--- src/rtl/tpu_mm_sequencer_if.sv ---
// Control/status bundle between the TPU memory-mapped decode (master) and the
// matrix-multiply sequencer (slave).
interface tpu_mm_sequencer_if #(
   parameter int CNTW = 5
);
   logic            start;
   logic            stall;
   logic            abort;
   logic            host_req;
   logic            en_mem;
   logic            en_sys;
   logic            busy;
   logic            done;
   logic            host_gnt;
   logic            host_err;
   logic [CNTW-1:0] cnt;
   logic [15:0]     stall_cnt;

   modport master (
      output start, stall, abort, host_req,
      input  en_mem, en_sys, busy, done, host_gnt, host_err, cnt, stall_cnt
   );

   modport slave (
      input  start, stall, abort, host_req,
      output en_mem, en_sys, busy, done, host_gnt, host_err, cnt, stall_cnt
   );
endinterface

--- src/rtl/tpu_mm_sequencer.sv ---
// One skewed DIMxDIM pass: 3*DIM-2 enabled cycles then a done pulse; host access only while idle.
// Optional stall-cycle counter enabled by defining TPU_SEQ_STALLCNT_EN.
module tpu_mm_sequencer #(
   parameter int DIM  = 8,
   parameter int CNTW = $clog2(3*DIM-1)
) (
   input  logic                clk,
   input  logic                rst_n,
   tpu_mm_sequencer_if.slave   bus
);
   typedef enum logic [1:0] {IDLE = 2'd0, RUN = 2'd1, DONE = 2'd2} state_t;

   localparam logic [CNTW-1:0] LAST = CNTW'(3*DIM-3);

   state_t          state_q, state_d;
   logic [CNTW-1:0] cnt_q, cnt_d;
   logic            host_err_q, host_err_d;

   always_ff @(posedge clk or negedge rst_n) begin
      if (!rst_n) begin
         state_q    <= IDLE;
         cnt_q      <= '0;
         host_err_q <= 1'b0;
      end else begin
         state_q    <= state_d;
         cnt_q      <= cnt_d;
         host_err_q <= host_err_d;
      end
   end

   // abort wins over stall and completion, and freezes cnt where it was
   always_comb begin
      state_d    = state_q;
      cnt_d      = cnt_q;
      host_err_d = bus.host_req && (state_q != IDLE);
      case (state_q)
         IDLE: begin
            if (bus.start) begin
               state_d = RUN;
               cnt_d   = '0;
            end
         end
         RUN: begin
            if (bus.abort) begin
               state_d = IDLE;
            end else if (!bus.stall) begin
               cnt_d = cnt_q + CNTW'(1);
               if (cnt_q == LAST) state_d = DONE;
            end
         end
         DONE:    state_d = IDLE;
         default: state_d = IDLE;
      endcase
   end

   always_comb begin
      bus.en_mem   = (state_q == RUN) && !bus.stall;
      bus.en_sys   = (state_q == RUN) && !bus.stall;
      bus.busy     = (state_q != IDLE);
      bus.done     = (state_q == DONE);
      bus.host_gnt = bus.host_req && (state_q == IDLE);
      bus.host_err = host_err_q;
      bus.cnt      = cnt_q;
   end

`ifdef TPU_SEQ_STALLCNT_EN
   logic [15:0] stall_cnt_q, stall_cnt_d;

   always_comb begin
      stall_cnt_d = stall_cnt_q;
      if (state_q == IDLE && bus.start) begin
         stall_cnt_d = '0;
      end else if (state_q == RUN && !bus.abort && bus.stall && stall_cnt_q != 16'hFFFF) begin
         stall_cnt_d = stall_cnt_q + 16'd1;
      end
   end

   always_ff @(posedge clk or negedge rst_n) begin
      if (!rst_n) stall_cnt_q <= '0;
      else        stall_cnt_q <= stall_cnt_d;
   end

   assign bus.stall_cnt = stall_cnt_q;
`else
   assign bus.stall_cnt = '0;
`endif
endmodule

--- src/flat_wrapper.sv ---
// flat-port wrapper written by rule: the top's interface ports become plain ports
module tpu_mm_sequencer_flat 
#(
   parameter int DIM  = 8,
   parameter int CNTW = $clog2(3*DIM-1)
)
  (clk, rst_n, bus_start, bus_stall, bus_abort, bus_host_req, bus_en_mem, bus_en_sys, bus_busy, bus_done, bus_host_gnt, bus_host_err, bus_cnt, bus_stall_cnt);
  tpu_mm_sequencer_if #(.CNTW(CNTW)) bus_i ();
  input  logic clk;
  input  logic rst_n;
  input wire logic [$bits(bus_i.start)-1:0] bus_start;
  input wire logic [$bits(bus_i.stall)-1:0] bus_stall;
  input wire logic [$bits(bus_i.abort)-1:0] bus_abort;
  input wire logic [$bits(bus_i.host_req)-1:0] bus_host_req;
  output wire logic [$bits(bus_i.en_mem)-1:0] bus_en_mem;
  output wire logic [$bits(bus_i.en_sys)-1:0] bus_en_sys;
  output wire logic [$bits(bus_i.busy)-1:0] bus_busy;
  output wire logic [$bits(bus_i.done)-1:0] bus_done;
  output wire logic [$bits(bus_i.host_gnt)-1:0] bus_host_gnt;
  output wire logic [$bits(bus_i.host_err)-1:0] bus_host_err;
  output wire logic [$bits(bus_i.cnt)-1:0] bus_cnt;
  output wire logic [$bits(bus_i.stall_cnt)-1:0] bus_stall_cnt;
  assign bus_i.start = bus_start;
  assign bus_i.stall = bus_stall;
  assign bus_i.abort = bus_abort;
  assign bus_i.host_req = bus_host_req;
  assign bus_en_mem = bus_i.en_mem;
  assign bus_en_sys = bus_i.en_sys;
  assign bus_busy = bus_i.busy;
  assign bus_done = bus_i.done;
  assign bus_host_gnt = bus_i.host_gnt;
  assign bus_host_err = bus_i.host_err;
  assign bus_cnt = bus_i.cnt;
  assign bus_stall_cnt = bus_i.stall_cnt;
  tpu_mm_sequencer #(.DIM(DIM), .CNTW(CNTW)) u_core (.clk(clk), .rst_n(rst_n), .bus(bus_i));
endmodule
--- config.mk ---
export PLATFORM = sky130hd
export DESIGN_NAME = tpu_mm_sequencer_flat
export DESIGN_NICKNAME = d
export VERILOG_FILES = /design/src/rtl/tpu_mm_sequencer_if.sv /design/src/rtl/tpu_mm_sequencer.sv /design/src/flat_wrapper.sv
export SDC_FILE = /design/constraint.sdc
export NUM_CORES = 1
export LEC_CHECK = 0
export BUFFER_PORTS_ARGS = -buffer_cell sky130_fd_sc_hd__buf_2
export CORE_AREA = 3 3 40 42
export DETAILED_ROUTE_END_ITERATION = 10
export DIE_AREA = 0 0 43 45
export PLACE_DENSITY_LB_ADDON = 0.1
export SLEW_MARGIN = 20
export SYNTH_ARGS = -nofsm -noshare
export SYNTH_HDL_FRONTEND = slang
export SYNTH_SLANG_ARGS = --single-unit
--- constraint.sdc ---
create_clock -name clk -period 4.5 [get_ports clk]
set_clock_uncertainty 0.2 [all_clocks]
set_input_delay 0.225 -clock clk [delete_from_list [all_inputs] [get_ports clk]]
set_output_delay 0.225 -clock clk [all_outputs]
set_load 0.02 [all_outputs]
==> results.json <==
{
  "min_path_cells": 4,
  "ys_seq_area_frac": 0.369,
  "finalCriticalPeriod_ns": 2.11,
  "rsz0062_at_grt": "no",
  "ir_drop_mv": 0.158,
  "ys_warn_count": 0,
  "h-tree-depth": 1,
  "synthTopCellsByArea": "dfrtp_1 37%, buf_4 24%, ha_1 4.6%",
  "drive_above_1_share": 0.263,
  "ys_types": 23,
  "hold_end": "u_core.bus.cnt[3]$_DFFE_PN0P_",
  "hold_viol": 0,
  "synth_most_common_cell": "buf_4",
  "rrSetupSlack_ns": 2.66,
  "cts_max_path_buffers": 2,
  "cts_buffers": 3,
  "timing.setup.tns_ns": 0,
  "ys.flop_type": "dfrtp_1",
  "diodes": 0,
  "drv_cap": 0,
  "num_rows": 13,
  "worst-r2r-cell-count": 3,
  "hold_path.class": "in2reg",
  "synth_area_leader_cell": "dfrtp_1",
  "initial_utilization": 0.423,
  "grt_max_degree": 11,
  "synthCells": 61,
  "combPwrFrac": 0.278,
  "dpl_worst_slack_ns": 2.65,
  "power_frac_clock": 0.282,
  "status": "finished, final reports clean",
  "grt_pass1_vias": 361,
  "grt.total_usage": 0.112,
  "cts_tree": "built",
  "die-area_mm2": 0.00194,
  "cts-root-buf": "clkbuf_4",
  "synth_edf_count": 0,
  "p_leak_nw": 0.340,
  "postLayoutSetupSlackWorst_ns": 2.39,
  "portBuffers": 16,
  "firstDrtPassIters": 4,
  "p_int_mw": 0.124,
  "p_switching_mw": 0.0658,
  "total_power_mw": 0.189,
  "die_x_um": 43,
  "gp_congestion": 0.676,
  "yosys-top-cells-count": "17 x buf_4, 8 x dfrtp_1, 4 x inv_1, 4 x nor2_1, 3 x nand3_1",
  "via_per_inst": 4.68,
  "critPathLaunchType": "primary input",
  "first_iter_violations": 9,
  "synth_seq_cells": 8,
  "finish.utilization": 0.481,
  "synth_top_area_frac": 0.369,
  "crit_path_end_kind": "flip-flop",
  "seq_power_share": 0.440,
  "final_antenna_net_count": 0,
  "powerDensity_mw_per_mm2": 306,
  "fmax_mhz": 473,
  "post-route-period-util": 0.470,
  "area_growth_pct": 13.8,
  "slowest_stage": "or4b_1",
  "wirelength_um": 1030,
  "switching_share": 0.348,
  "wire_per_inst_um": 10.8,
  "insertion_delay_ns": 0.25,
  "reg2reg_from": "u_core.state_q[1]$_DFFE_PN0P_",
  "chipHeight_um": 45,
  "clk_pin_slew_ns": 0.06,
  "antenna_found_initial": 0,
  "worstPathArrival_ns": 2.10,
  "crit_path_max_fanout": 10,
  "overflow": 0,
  "syn_area_um2": 543,
  "num_vias": 445,
  "fin_nets": 90,
  "cts_sinks": 8,
  "io_pins": 33,
  "core-area_mm2": 0.00128,
  "drv_slew": 0,
  "path_cells": "dlygate4sd3_1 -> buf_2 -> or4b_1 -> or3_1 -> a21oi_1",
  "setup_viol": 0,
  "hp-start": "bus_start",
  "crit_type": "in2reg",
  "r2r_end": "u_core.bus.cnt[3]$_DFFE_PN0P_",
  "cp.required_ns": 4.48,
  "avgSynthCellArea_um2": 8.90,
  "final-instance-count-excl-fill": 95,
  "async_reset_ff_frac": 1.00,
  "numPlacedInstances": 89,
  "slowest_delay_ns": 0.68,
  "dp.final_hpwl_um": 817,
  "grt_pass1_wl_um": 1550,
  "drc_errors": 0
}
## flip-flops by register name, summed over array words and instances (netlist names)
name                 cells
u_core.bus.host_err      1
u_core.state_q           2
u_core.bus.cnt           5
## power groups by stage
| stage | Combinational (mW) | Clock (mW) | Sequential [mW] |
|---|---|---|---|
| finish | 0.0526 | 0.0534 | 0.0834 |
| CTS | 0.0530 | 0.0566 | 0.0836 |
| global route | 0.0574 | 0.0582 | 0.0841 |
| floorplan | 0.0436 | 0 | 0.0880 |
| detailed placement | 0.0509 | 0 | 0.0848 |
| global placement | 0.0508 | 0 | 0.0849 |
## routing by layer
layer | part of all wire | GRT usage
met3 | 0.12 | 0.0598
met5 | 0 | 0
met1 | 0.41 | 0.124
met2 | 0.45 | 0.177
met4 | 0.016 | 0.0542
## cell usage in the layout (no fill, tap or decap), types with 3 or more instances in the layout
cell type / instances
dlygate4sd3_1: 3
buf_2: 16
clkbuf_4: 3
nor2_1: 4
conb_1: 16
nand3_1: 3
inv_1: 4
dfrtp_1: 8
## repair_timing
item,4_1_cts,5_1_grt
hold endpoints to repair,10,0
resized for setup,0,0
hold buffers,3,0
setup buffers,0,0
## worst max path at each step
stage / from / end / slack [ns] / cells after the start
final: bus_abort / u_core.bus.cnt[3]$_DFFE_PN0P_ / 2.39 / 5
after global routing: bus_abort / u_core.bus.cnt[3]$_DFFE_PN0P_ / 2.34 / 5
after CTS: bus_abort / u_core.bus.cnt[3]$_DFFE_PN0P_ / 2.40 / 5
after detailed placement: u_core.state_q[1]$_DFFE_PN0P_ / u_core.bus.cnt[3]$_DFFE_PN0P_ / 2.65 / 3
after global placement: bus_abort / u_core.bus.cnt[3]$_DFFE_PN0P_ / 2.69 / 4
after floorplan: u_core.state_q[1]$_DFFE_PN0P_ / u_core.bus.cnt[3]$_DFFE_PN0P_ / 2.77 / 4
## layout make-up
cell class	count	area, um^2
clock buffers	3	22.5
fillers	141	667
inverters	4	15.0
multi-input cells	46	251
flip-flops and latches	8	200
well taps	15	18.8
repair buffers	19	110
## worst max-delay path, delay by kind of cell
kind | cells | cell delay (ns)
AND/OR/NAND/NOR | 2 | 1.07
buffers and inverters | 2 | 0.66
AO/OA/AOI/OAI | 1 | 0.14
## cell families after synthesis
logic type	after synthesis	synth area share
AO/OA/AOI/OAI	9	0.106
flip-flops	8	0.369
AND/OR/NAND/NOR	19	0.200
buffers and inverters	22	0.272
other	1	0.00691
adder cells (fa/ha/maj)	2	0.0461
## through the flow
stage	hold slack, ns	instance area [um^2]
floorplan	-0.271	599
global placement	-0.118	566
detailed placement	-0.122	566
CTS	0.123	618
global route	0.130	618
finish	0.126	618
(Power assumes the default switching activity.)
